===== src/rtl/trojan1.sv =====
// -----------------------------------------------------------------------------
// trojan1 -- sequence-triggered payload-enable flag.
//
// The host activity sample r1 is shifted into a 4-bit window on every clock.
// Once the window holds four real samples and equals PATTERN, a match is
// flagged. After THRESHOLD matches (overlaps count individually) trigger is
// raised for exactly HOLD_CYCLES cycles. The block then waits in a cooldown
// state until r1 has been low on two consecutive edges, and then re-arms with
// a clean window and a zero match count.
//
// Ports
//   clk      in  1  rising-edge clock for all state
//   rst      in  1  asynchronous, active-high reset
//   r1       in  1  activity sample, read on every rising clk edge
//   trigger  out 1  registered payload-enable flag (driven straight from a flop)
//
// Parameters
//   PATTERN      4-bit sequence to detect, bit 3 oldest sample, bit 0 newest
//   THRESHOLD    matches needed to fire, 1..255
//   HOLD_CYCLES  cycles trigger stays high per firing, 1..255
// -----------------------------------------------------------------------------
module trojan1 #(
  parameter logic [3:0] PATTERN     = 4'b1011,
  parameter int         THRESHOLD   = 4,
  parameter int         HOLD_CYCLES = 8
) (
  input  logic clk,
  input  logic rst,
  input  logic r1,
  output logic trigger
);

  // Explicit encodings keep the state register easy to probe from a checker.
  typedef enum logic [1:0] {
    MONITOR  = 2'd0,
    FIRE     = 2'd1,
    COOLDOWN = 2'd2
  } state_e;

  localparam logic [8:0] THR_LIMIT = 9'(THRESHOLD);
  localparam logic [7:0] HOLD_LAST = 8'(HOLD_CYCLES - 1);

  state_e     state_q,     state_d;
  logic       trigger_q,   trigger_d;
  logic [3:0] shreg_q,     shreg_d;
  logic [2:0] fill_q,      fill_d;
  logic [7:0] match_cnt_q, match_cnt_d;
  logic [7:0] hold_cnt_q,  hold_cnt_d;
  logic [1:0] quiet_cnt_q, quiet_cnt_d;

  logic       match;
  logic [8:0] match_cnt_inc;

  // A match needs a full window: samples from before reset or re-arm never
  // take part, so the comparison is gated by the saturated fill counter.
  assign match = (fill_q == 3'd4) && (shreg_q == PATTERN);

  // Widened by one bit so the threshold compare cannot be fooled by a wrap.
  assign match_cnt_inc = {1'b0, match_cnt_q} + 9'd1;

  assign trigger = trigger_q;

  // ---------------------------------------------------------------------------
  // Next-state and datapath decode
  // ---------------------------------------------------------------------------
  always_comb begin
    state_d     = state_q;
    trigger_d   = trigger_q;
    shreg_d     = {shreg_q[2:0], r1};
    fill_d      = (fill_q == 3'd4) ? fill_q : fill_q + 3'd1;
    match_cnt_d = match_cnt_q;
    hold_cnt_d  = hold_cnt_q;
    quiet_cnt_d = quiet_cnt_q;

    unique case (state_q)
      MONITOR: begin
        trigger_d = 1'b0;
        if (match) begin
          match_cnt_d = match_cnt_inc[7:0];
          if (match_cnt_inc == THR_LIMIT) begin
            state_d    = FIRE;
            trigger_d  = 1'b1;
            hold_cnt_d = 8'd0;
          end
        end
      end

      FIRE: begin
        // hold_cnt counts the cycles trigger has already been high; the edge
        // that sees the last count ends the pulse, giving HOLD_CYCLES cycles.
        hold_cnt_d = hold_cnt_q + 8'd1;
        if (hold_cnt_q == HOLD_LAST) begin
          state_d     = COOLDOWN;
          trigger_d   = 1'b0;
          quiet_cnt_d = 2'd0;
        end
      end

      COOLDOWN: begin
        trigger_d = 1'b0;
        if (r1) begin
          quiet_cnt_d = 2'd0;
        end else if (quiet_cnt_q == 2'd1) begin
          // Second consecutive low sample: re-arm with a clean slate. The
          // window is cleared rather than shifted so no stale bits survive.
          state_d     = MONITOR;
          match_cnt_d = 8'd0;
          fill_d      = 3'd0;
          shreg_d     = 4'd0;
          quiet_cnt_d = 2'd0;
        end else begin
          quiet_cnt_d = quiet_cnt_q + 2'd1;
        end
      end

      default: begin
        state_d   = MONITOR;
        trigger_d = 1'b0;
      end
    endcase
  end

  // ---------------------------------------------------------------------------
  // State registers; reset is asynchronous so trigger drops immediately.
  // ---------------------------------------------------------------------------
  always_ff @(posedge clk or posedge rst) begin
    if (rst) begin
      state_q     <= MONITOR;
      trigger_q   <= 1'b0;
      shreg_q     <= 4'd0;
      fill_q      <= 3'd0;
      match_cnt_q <= 8'd0;
      hold_cnt_q  <= 8'd0;
      quiet_cnt_q <= 2'd0;
    end else begin
      state_q     <= state_d;
      trigger_q   <= trigger_d;
      shreg_q     <= shreg_d;
      fill_q      <= fill_d;
      match_cnt_q <= match_cnt_d;
      hold_cnt_q  <= hold_cnt_d;
      quiet_cnt_q <= quiet_cnt_d;
    end
  end

endmodule


===== config.mk =====
export PLATFORM = sky130hd
export DESIGN_NAME = trojan1
export DESIGN_NICKNAME = d
export VERILOG_FILES = /design/src/rtl/trojan1.sv
export SDC_FILE = /design/constraint.sdc
export NUM_CORES = 1
export LEC_CHECK = 0
export ABC_AREA = 1
export ABC_CLOCK_PERIOD_IN_PS = 2900
export BUFFER_PORTS_ARGS = -buffer_cell sky130_fd_sc_hd__buf_2
export CORE_ASPECT_RATIO = 0.7
export CORE_MARGIN = 5
export CORE_UTILIZATION = 65
export CTS_BUF_LIST = sky130_fd_sc_hd__clkbuf_2 sky130_fd_sc_hd__clkbuf_4 sky130_fd_sc_hd__clkbuf_8
export DETAILED_ROUTE_END_ITERATION = 12
export GPL_TIMING_DRIVEN = 0
export PLACE_DENSITY = 0.83
export SYNTH_ARGS = -nofsm -noshare
export SYNTH_HDL_FRONTEND = slang
export SYNTH_SLANG_ARGS = --single-unit

===== constraint.sdc =====
create_clock -name clk -period 2.9 [get_ports clk]
set_input_delay 0.58 -clock clk [delete_from_list [all_inputs] [get_ports clk]]
set_output_delay 0.58 -clock clk [all_outputs]
set_load 0.05 [all_outputs]

==> reports/qor.txt <==
Synth warn -> 0
Worst slew pin tran -> 1.04 ns
Setup violators final -> 0
Gr usage total -> 18.4%
Post-layout min period -> 1.66 ns
1st-iter DRT viols -> 81
Hold crit path type -> in2reg
DR pass1 iterations -> 4
ANT cells -> 0
CTS H-tree depth -> 1
Cts repair resizes -> 0
Synthesized Nets -> 192
Final setup TNS -> 0 ns
Clock Pin Slew Worst Setup and Hold Paths -> 0.14 ns
Worst path max stage delay -> 0.40 ns
Largest family of logic cells by synthesized area -> simple AND/OR/NAND/NOR gates
Slew Viols, Final -> 0
Num rows -> 14
Height of the chip -> 50.4 um
Post-detail-place hpwl -> 1940 um
Maximum clock rate -> 601 MHz
Area leader, netlist -> dfrtp_1
Worst Setup End Kind -> flop
Area growth from synthesis to layout -> 7.11%
FF+latch count, synth -> 28
Crit-path slowest cell -> dfrtp_1
Layout cells sized above 1 -> 14.1%
Average cell area after synthesis -> 8.18 um2
Clock sinks -> 28
# port buffers -> 3
Commonest non-fill, non-tap cell in the layout -> nand2_1
CP required -> 3.13 ns
Post-synthesis sequential area ratio -> 46.3%
Multiplexer area fraction after synthesis -> 0%
LEAKAGE -> 0.846 nW
Gate Count Post-Synth -> 185
Mapped Area -> 1510 um2
Critical path arrival -> 1.89 ns
CTS Hold Bufs -> 0
Peak supply drop -> 0.000475 V
Final ANT Viol Nets -> 0
Largest net degree at the start of global routing -> 29
Worst-Skew Late Latency -> 0.33 ns
Final WL -> 2550 um
# Post-CTS Setup Buffers -> 0
Synth Area in XOR/XNOR -> 1.16%
Initial Util -> 69.1%
Seq pwr share -> 50.2%
Die area -> 3410 um2
Vias in the first global route -> 1,128
Final Hold Viols -> 0
Unique cell type count in the Yosys netlist -> 27
Clock root buffer -> clkbuf_4
Internal -> 0.720 mW
WS Path Type -> reg2reg
Final Wtd Congestion -> 0.831
Switching share of power -> 33.8%
Net count, final -> 200
Non-filler instance count after layout -> 224
RSZ-0062 raised after global routing -> no
Sw Pwr -> 0.367 mW
Boundary pin count -> 4
Max_cap viols -> 0
Die X-Extent -> 67.7 um
Core ar. -> 2190 um2
Finished Cell Area -> 1620 um2
WL per Instance -> 11.4 um
DR DRC count -> 0
Status -> complete, no violations
Area after DPL -> 1570 um2
CP startpoint kind -> flop
DR vias -> 1,178
Vias per cell -> 5.26
CTS tree -> yes
Top-area cell type share of the netlist area -> 46.3%
Adder-Cell Fraction of Synth Area -> 3.31%
Placed Cells -> 220
Combinational Power Share -> 26.5%
Worst slew margin -> 30.7%
Most frequent cells in the layout -> nand2_1, dfrtp_1, inv_1
CP Max Fanout -> 8
Pwr Density -> 671 nW/um2
Simple-gate share of the synthesized area -> 32.6%
Worst-path cell chain -> inv_1 -> ha_1 -> nand2_1 -> inv_2 -> nand3b_1 -> nor2_1 -> inv_1 -> nand2_4 -> a21oi_1 -> a21oi_1
Overflow left after global routing -> 0
Compound-Gate Fraction of Synth Area -> 8.93%
Clock buffer depth -> 2
Clock Skews -> 0.00852 ns
Clock network power share -> 23.3%
Num CTS Buffers -> 3
Synth top area cells -> dfrtp_1, nand2_1, inv_1
Global-route wire length before repair -> 4840 um
Initial antenna violation count -> 0
Period utilization -> 57.4%
[worst max-delay path: cells and delay by family, from the launching register on]
family	cells	cell delay, ns
buffers and inverters	3	0.36
adder cells (fa/ha/maj)	1	0.19
flip-flops	1	0.40
AO/OA/AOI/OAI	2	0.20
AND/OR/NAND/NOR	4	0.41
[worst paths after layout]
| path | start | to | slack, ns | cells past startpoint |
|---|---|---|---|---|
| worst max-delay path | fill_q[0]$_DFF_PP0_ | match_cnt_q[2]$_DFFE_PP0P_ | 1.24 | 10 |
| worst min-delay path | r1 | shreg_q[0]$_DFF_PP0_ | 0.36 | 1 |
| worst max register to register | fill_q[0]$_DFF_PP0_ | match_cnt_q[2]$_DFFE_PP0P_ | 1.24 | 10 |
| worst min register to register | trigger$_DFFE_PP0P_ | trigger$_DFFE_PP0P_ | 0.50 | 2 |
| max in group asynchronous | rst | shreg_q[3]$_DFF_PP0_ | 1.80 | 2 |
| min in group asynchronous | rst | hold_cnt_q[7]$_DFFE_PP0P_ | 0.48 | 2 |
[cell usage after synthesis]
| library cell | count |
|---|---|
| xor2_1 | 2 |
| o22ai_1 | 4 |
| or2_2 | 1 |
| o21bai_1 | 1 |
| nor4_1 | 1 |
| nand3b_1 | 1 |
| nand3_1 | 15 |
| dfrtp_1 | 28 |
| nand2_4 | 2 |
| nand4_2 | 1 |
| o21bai_4 | 1 |
| a21boi_0 | 1 |
| nor2_2 | 2 |
| nor2_8 | 1 |
| nor2_1 | 15 |
| a211oi_1 | 1 |
| nand3_2 | 3 |
| o41ai_1 | 1 |
| or2_1 | 3 |
| ha_1 | 4 |
| o21ai_0 | 8 |
| a21oi_1 | 4 |
| nand2_1 | 49 |
| inv_1 | 27 |
| nand2_2 | 3 |
| inv_2 | 4 |
| nor2_4 | 2 |
[cell families after synthesis]
family          count (synthesis)
simple gates                   99
buf+inv                        31
flops                          28
compound gates                 21
fa+ha+maj                       4
xor+xnor                        2
[final cells by class]
type / instances / area, um2
inverter: 31 / 116
clock buffer: 3 / 22.5
tap: 32 / 40.0
timing repair buffer: 3 / 15.0
sequential: 28 / 701
clock inverter: 1 / 30.0
multi-input combinational: 126 / 696
fill: 174 / 569
[routing by layer]
| layer | wire (um) | global-route usage, % |
|---|---|---|
| met5 | 0 | 0 |
| met4 | 10 | 3.70 |
| met3 | 95 | 5.36 |
| met2 | 1130 | 28.6 |
| met1 | 1310 | 25.7 |
[state kept, by name (all words and copies together) (netlist names)]
| signal | cells |
|---|---|
| fill_q | 3 |
| hold_cnt_q | 8 |
| match_cnt_q | 8 |
| quiet_cnt_q | 2 |
| shreg_q | 4 |
| state_q | 2 |
| trigger | 1 |
[metrics by stage]
stage	setup WS (ns)	hold slack (ns)	total power [mW]	utilization [%]
finish	1.24	0.363	1.09	74.0
global route	1.06	0.323	1.18	74.0
floorplan	1.44	0.460	0.776	-
global placement	1.31	0.468	0.814	71.6
CTS	1.24	0.347	1.10	74.0
detailed placement	1.25	0.472	0.841	71.6
[power groups by stage]
stage	logic [mW]	registers [mW]	clock network (mW)
global placement	0.265	0.549	0
detailed placement	0.287	0.554	0
finish	0.288	0.546	0.253
floorplan	0.238	0.538	0
CTS	0.289	0.546	0.262
global route	0.335	0.559	0.286
Power figures use the tool's default switching activity.
